**src/rtl/cm0_rst_ctrl.sv**
```systemverilog
// Reset request sequencer: merges reset triggers into staggered SYSRSTREQ/CORERSTREQ
// with a minimum hold and a sticky cause register. Lockup trigger gated by CM0_RST_CTRL_LOCKUP_EN.
module cm0_rst_ctrl #(
  parameter int unsigned HOLD_CYCLES    = 4,
  parameter int unsigned STAGGER_CYCLES = 3,
  parameter int unsigned CW             = 4
) (
  input  logic       CLK,
  input  logic       RSTINn,
  input  logic       SYSRESETREQ,
  input  logic       WDOGRESETREQ,
  input  logic       LOCKUP,
  input  logic       LOCKUPRESET,
  input  logic       RSTSTATCLR,
  output logic       SYSRSTREQ,
  output logic       CORERSTREQ,
  output logic       RSTBUSY,
  output logic [2:0] RSTSTAT
);

  localparam int unsigned CNT_MAX = (32'd1 << CW) - 32'd1;
  localparam logic [CW-1:0] HOLD_LOAD    = CW'(HOLD_CYCLES - 32'd1);
  localparam logic [CW-1:0] STAGGER_LOAD = CW'(STAGGER_CYCLES - 32'd1);

  // Elaboration-time legality of the configuration
  if (CW < 1 || CW > 31) begin : g_bad_cw
    $error("cm0_rst_ctrl: CW must be in 1..31");
  end
  if (HOLD_CYCLES < 1 || HOLD_CYCLES > CNT_MAX) begin : g_bad_hold
    $error("cm0_rst_ctrl: HOLD_CYCLES must be in 1..2^CW-1");
  end
  if (STAGGER_CYCLES < 1 || STAGGER_CYCLES > CNT_MAX) begin : g_bad_stagger
    $error("cm0_rst_ctrl: STAGGER_CYCLES must be in 1..2^CW-1");
  end

  typedef enum logic [1:0] {
    ST_IDLE    = 2'd0,
    ST_ASSERT  = 2'd1,
    ST_RELEASE = 2'd2,
    ST_DONE    = 2'd3
  } state_e;

  state_e        state_q, state_d;
  logic [CW-1:0] cnt_q, cnt_d;
  logic          sys_q, sys_d;
  logic          core_q, core_d;
  logic          busy_q, busy_d;
  logic [2:0]    stat_q, stat_d;
  logic          lock_trig;
  logic          trig;

`ifdef CM0_RST_CTRL_LOCKUP_EN
  assign lock_trig = LOCKUP & LOCKUPRESET;
`else
  logic unused_lock;
  assign unused_lock = LOCKUP ^ LOCKUPRESET;
  assign lock_trig   = 1'b0;
`endif

  assign trig = SYSRESETREQ | WDOGRESETREQ | lock_trig;

  // Sticky cause: a coincident set beats the clear
  assign stat_d = (RSTSTATCLR ? 3'b000 : stat_q) | {lock_trig, WDOGRESETREQ, SYSRESETREQ};

  // Sequencer next-state and registered-output values
  always_comb begin
    state_d = state_q;
    cnt_d   = cnt_q;
    sys_d   = sys_q;
    core_d  = core_q;
    busy_d  = busy_q;
    case (state_q)
      ST_IDLE: begin
        if (trig) begin
          state_d = ST_ASSERT;
          cnt_d   = HOLD_LOAD;
          sys_d   = 1'b1;
          core_d  = 1'b1;
          busy_d  = 1'b1;
        end
      end
      ST_ASSERT: begin
        if (cnt_q == '0) begin
          if (!trig) begin
            state_d = ST_RELEASE;
            cnt_d   = STAGGER_LOAD;
            sys_d   = 1'b0;
          end
        end else begin
          cnt_d = cnt_q - CW'(1);
        end
      end
      ST_RELEASE: begin
        if (trig) begin
          state_d = ST_ASSERT;
          cnt_d   = HOLD_LOAD;
          sys_d   = 1'b1;
          core_d  = 1'b1;
        end else if (cnt_q == '0) begin
          state_d = ST_DONE;
          core_d  = 1'b0;
        end else begin
          cnt_d = cnt_q - CW'(1);
        end
      end
      ST_DONE: begin
        if (trig) begin
          state_d = ST_ASSERT;
          cnt_d   = HOLD_LOAD;
          sys_d   = 1'b1;
          core_d  = 1'b1;
        end else begin
          state_d = ST_IDLE;
          busy_d  = 1'b0;
        end
      end
      default: begin
        state_d = ST_IDLE;
        cnt_d   = '0;
        sys_d   = 1'b0;
        core_d  = 1'b0;
        busy_d  = 1'b0;
      end
    endcase
  end

  always_ff @(posedge CLK or negedge RSTINn) begin
    if (!RSTINn) begin
      state_q <= ST_IDLE;
      cnt_q   <= '0;
      sys_q   <= 1'b0;
      core_q  <= 1'b0;
      busy_q  <= 1'b0;
      stat_q  <= 3'b000;
    end else begin
      state_q <= state_d;
      cnt_q   <= cnt_d;
      sys_q   <= sys_d;
      core_q  <= core_d;
      busy_q  <= busy_d;
      stat_q  <= stat_d;
    end
  end

  assign SYSRSTREQ  = sys_q;
  assign CORERSTREQ = core_q;
  assign RSTBUSY    = busy_q;
  assign RSTSTAT    = stat_q;

endmodule
```
**config.mk**
```make
export PLATFORM = sky130hd
export DESIGN_NAME = cm0_rst_ctrl
export DESIGN_NICKNAME = d
export VERILOG_FILES = /design/src/rtl/cm0_rst_ctrl.sv
export SDC_FILE = /design/constraint.sdc
export NUM_CORES = 1
export LEC_CHECK = 0
export ABC_CLOCK_PERIOD_IN_PS = 1800
export BUFFER_PORTS_ARGS = -buffer_cell sky130_fd_sc_hd__buf_2
export CORE_MARGIN = 1.5
export CORE_UTILIZATION = 47
export DETAILED_ROUTE_END_ITERATION = 7
export GPL_TIMING_DRIVEN = 0
export PLACE_DENSITY = 0.82
export REMOVE_ABC_BUFFERS = 1
export SLEW_MARGIN = 20
export SYNTH_ARGS = -nofsm -noshare
export SYNTH_HDL_FRONTEND = slang
export SYNTH_SLANG_ARGS = --single-unit
```
**constraint.sdc**
```tcl
create_clock -name CLK -period 1.8 [get_ports CLK]
set_input_delay 0 -clock CLK [delete_from_list [all_inputs] [get_ports CLK]]
set_output_delay 0 -clock CLK [all_outputs]
set_load 0.01 [all_outputs]
```
==> impl_metrics.sql <==
INSERT INTO impl_metrics (metric_group, metric, value, unit) VALUES
('run_status', 'run_status', 'completed', ''),
('routing', 'wl_per_cell', '15.3', 'µm'),
('sta', 'setup_violations', '0', ''),
('sta', 'rsz0062_at_grt', 'yes', ''),
('placement', 'port_buffers', '9', ''),
('logic_synthesis', 'muxShareOfSynthArea', '1.58', '%'),
('layout', 'layout-drive-gt1-share', '37.9', '%'),
('logic_synthesis', 'fraction_of_the_mapped_netlist_area_in_compound_gates', '28.2', '%'),
('floorplanning', 'rows', '13', ''),
('worst_setup_path', 'setup.worst_path.class', 'register to register', ''),
('logic_synthesis', 'synthArstFlopShare', '100', '%'),
('sta', 'post-route-min-period', '1.78', 'ns'),
('routing', 'drt_iter0_markers', '22', ''),
('pwr', 'net-switching-power', '691', 'µW'),
('cts', 'clk_latency', '0.27', 'ns'),
('sta', 'setup_tns', '0', 'ns'),
('global_routing', 'grt_first_pass_wirelength', '2.68', 'mm'),
('logic_synthesis', 'synth.ff_latch_count', '11', ''),
('logic_synthesis', 'postSynthAreaPerCell', '9.28', 'µm²'),
('logic_synthesis', 'synth_top_cell_area_share', '38.5', '%'),
('floorplanning', 'die-area', '1760', 'µm²'),
('floorplanning', 'die_y', '42.0', 'µm'),
('cts', 'tritoncts.num_buffers', '3', ''),
('placement', 'placed_area', '757', 'µm²'),
('layout', 'commonest_cells_after_routing_fill_and_taps_aside', '10 x sky130_fd_sc_hd__dfrtp_1, 9 x sky130_fd_sc_hd__buf_2, 7 x sky130_fd_sc_hd__nor2_1', ''),
('logic_synthesis', 'mappedNetlistArea', '714', 'µm²'),
('worst_setup_path', 'crit_path_buffers_inverters', '1', ''),
('routing', 'drc_errors', '0', ''),
('layout', 'fin_util', '67.9', '%'),
('pwr', 'peakVddDrop', '0.00109', 'V'),
('worst_setup_path', 'worstSetupStartpoint', 'state_q[0]', ''),
('global_routing', 'met1_usage', '26.4', '%'),
('logic_synthesis', 'yosys-top-cells-area', 'sky130_fd_sc_hd__dfrtp_1 39%, sky130_fd_sc_hd__ha_1 8.8%, sky130_fd_sc_hd__o21ai_0 4.2%', ''),
('global_routing', 'use_met3', '2.59', '%'),
('cts', 'htree_levels', '1', ''),
('sta', 'report.final.hold_viol_count', '0', ''),
('layout', 'antennaDiodeCount', '0', ''),
('pwr', 'internal-power', '943', 'µW'),
('floorplanning', 'i_o_pin_total', '13', ''),
('logic_synthesis', 'synth_xor_xnor_area_share', '0', '%'),
('worst_setup_path', 'crit_path_max_fanout', '6', ''),
('logic_synthesis', 'edff_count_synth', '0', ''),
('worst_setup_path', 'reg2reg_setup_slack', '0.02', 'ns'),
('worst_setup_path', 'required', '1.95', 'ns'),
('logic_synthesis', 'adder_and_majority_cell_fraction_of_the_synthesized_area', '8.76', '%'),
('pwr', 'switching_share', '42.3', '%'),
('worst_setup_path', 'cp_data_arrival_time', '1.93', 'ns'),
('placement', 'post-place-ws', '-0.168', 'ns'),
('layout', 'layout-area-overhead-vs-synth', '29.9', '%'),
('worst_setup_path', 'worst_r2r_startpoint', 'state_q[0]', ''),
('floorplanning', 'die_x', '42.0', 'µm'),
('cts', 'clk_pin_slew', '0.08', 'ns'),
('placement', 'hpwl', '1.01', 'mm'),
('logic_synthesis', 'synthesis.instances', '77', ''),
('cts', 'cts_max_path_buffers', '2', ''),
('sta', 'min_period_over_period', '98.9', '%'),
('logic_synthesis', 'synth_top_flop_cell', 'sky130_fd_sc_hd__dfrtp_1', ''),
('min_path', 'min_to', 'RSTSTAT[0]', ''),
('layout', 'final_common_cell', 'sky130_fd_sc_hd__dfrtp_1', ''),
('pwr', 'seqPwrFrac', '24.9', '%'),
('min_path', 'worstHoldStart', 'RSTSTATCLR', ''),
('global_routing', 'grt_util_all_layers', '19.9', '%'),
('worst_setup_path', 'slowest_delay', '0.41', 'ns'),
('cts', 'clk_root_buffer_cell', 'sky130_fd_sc_hd__clkbuf_4', ''),
('logic_synthesis', 'synth_top_family_by_area', 'compound AO/OA/AOI/OAI gates', ''),
('sta', 'finClkSkew', '0.00537', 'ns'),
('cts', 'clock_tree_from_tritoncts', 'done', ''),
('global_routing', 'grtUsageMet2', '33.8', '%'),
('global_routing', 'grt_antenna_before_repair', '0', ''),
('routing', 'ant_nets', '0', ''),
('logic_synthesis', 'post_synth_cell_types', '34', '');
## metal layers
metal | share of wire, % | wire length, µm
met3 | 1.7 | 29
met1 | 47 | 792
met5 | 0 | 0
met4 | 0.66 | 11
met2 | 50 | 845
## repair_timing
| action | in CTS | in global routing |
|---|---|---|
| hold buffers | 3 | 0 |
| hold endpoints to repair | 13 | 0 |
| setup buffers | 3 | 3 |
| cloned | 0 | 0 |
| setup endpoints to repair | 5 | 5 |
| resized for setup | 6 | 10 |
| pin swaps | 0 | 1 |
## worst max-delay path by stage
stage	end	slack (ns)	depth (start not counted)
final	state_q[1]	0.02	6
after global routing	state_q[1]	-0.08	6
after CTS	cnt_q[2]	-0.009	6
after detailed placement	state_q[0]	-0.17	6
after global placement	state_q[1]	-0.11	6
after floorplan	state_q[1]	0.02	6
## metrics by stage
stage,hold WS (ns),cells
6_report,0.0739,110
5_1_grt,0.0651,110
4_1_cts,0.0206,107
3_5_place_dp,-0.114,97
3_3_place_gp,-0.119,97
2_1_floorplan,-0.296,73
## tightest hold or removal path: stages
cell and delay [ns]:
sky130_fd_sc_hd__buf_2 0.11, sky130_fd_sc_hd__inv_1 0.08, sky130_fd_sc_hd__a21o_1 0.12
## synthesized netlist by cell type (2+ instances only)
master and number:
sky130_fd_sc_hd__nor3_1 2, sky130_fd_sc_hd__o21ai_1 2, sky130_fd_sc_hd__buf_2 2, sky130_fd_sc_hd__o21ai_0 6
sky130_fd_sc_hd__nand2_1 2, sky130_fd_sc_hd__a21oi_2 2, sky130_fd_sc_hd__a21o_1 3, sky130_fd_sc_hd__ha_1 5
sky130_fd_sc_hd__inv_1 7, sky130_fd_sc_hd__nor2_1 7, sky130_fd_sc_hd__o21bai_1 2, sky130_fd_sc_hd__dfrtp_1 11
sky130_fd_sc_hd__a21oi_1 5
## cells by family after synthesis
group,Yosys count
buffers and inverters,11
adder cells (fa/ha/maj),5
other,1
flip-flops,11
AND/OR/NAND/NOR,19
multiplexers,1
AO/OA/AOI/OAI,29
## sequential cells by signal (all words and copies together) (netlist names)
signal	cells
SYSRSTREQ	1
RSTBUSY	1
state_q	2
RSTSTAT	2
CORERSTREQ	1
cnt_q	4
## power by group through the flow
stage | registers [mW] | clock network [mW] | logic, mW
floorplan | 0.410 | 0 | 0.574
global placement | 0.412 | 0 | 0.704
detailed placement | 0.421 | 0 | 0.730
CTS | 0.405 | 0.174 | 0.877
global route | 0.415 | 0.186 | 1.16
finish | 0.407 | 0.172 | 1.05
## layout make-up
class / instances / area [µm²]
Multi-Input combinational cell: 55 / 455
Fill cell: 113 / 438
Sequential cell: 11 / 277
Timing Repair Buffer: 18 / 124
Inverter: 7 / 26.3
Clock buffer: 3 / 22.5
Tap cell: 15 / 18.8
Clock inverter: 1 / 5.00
Power figures use the tool's default switching activity.
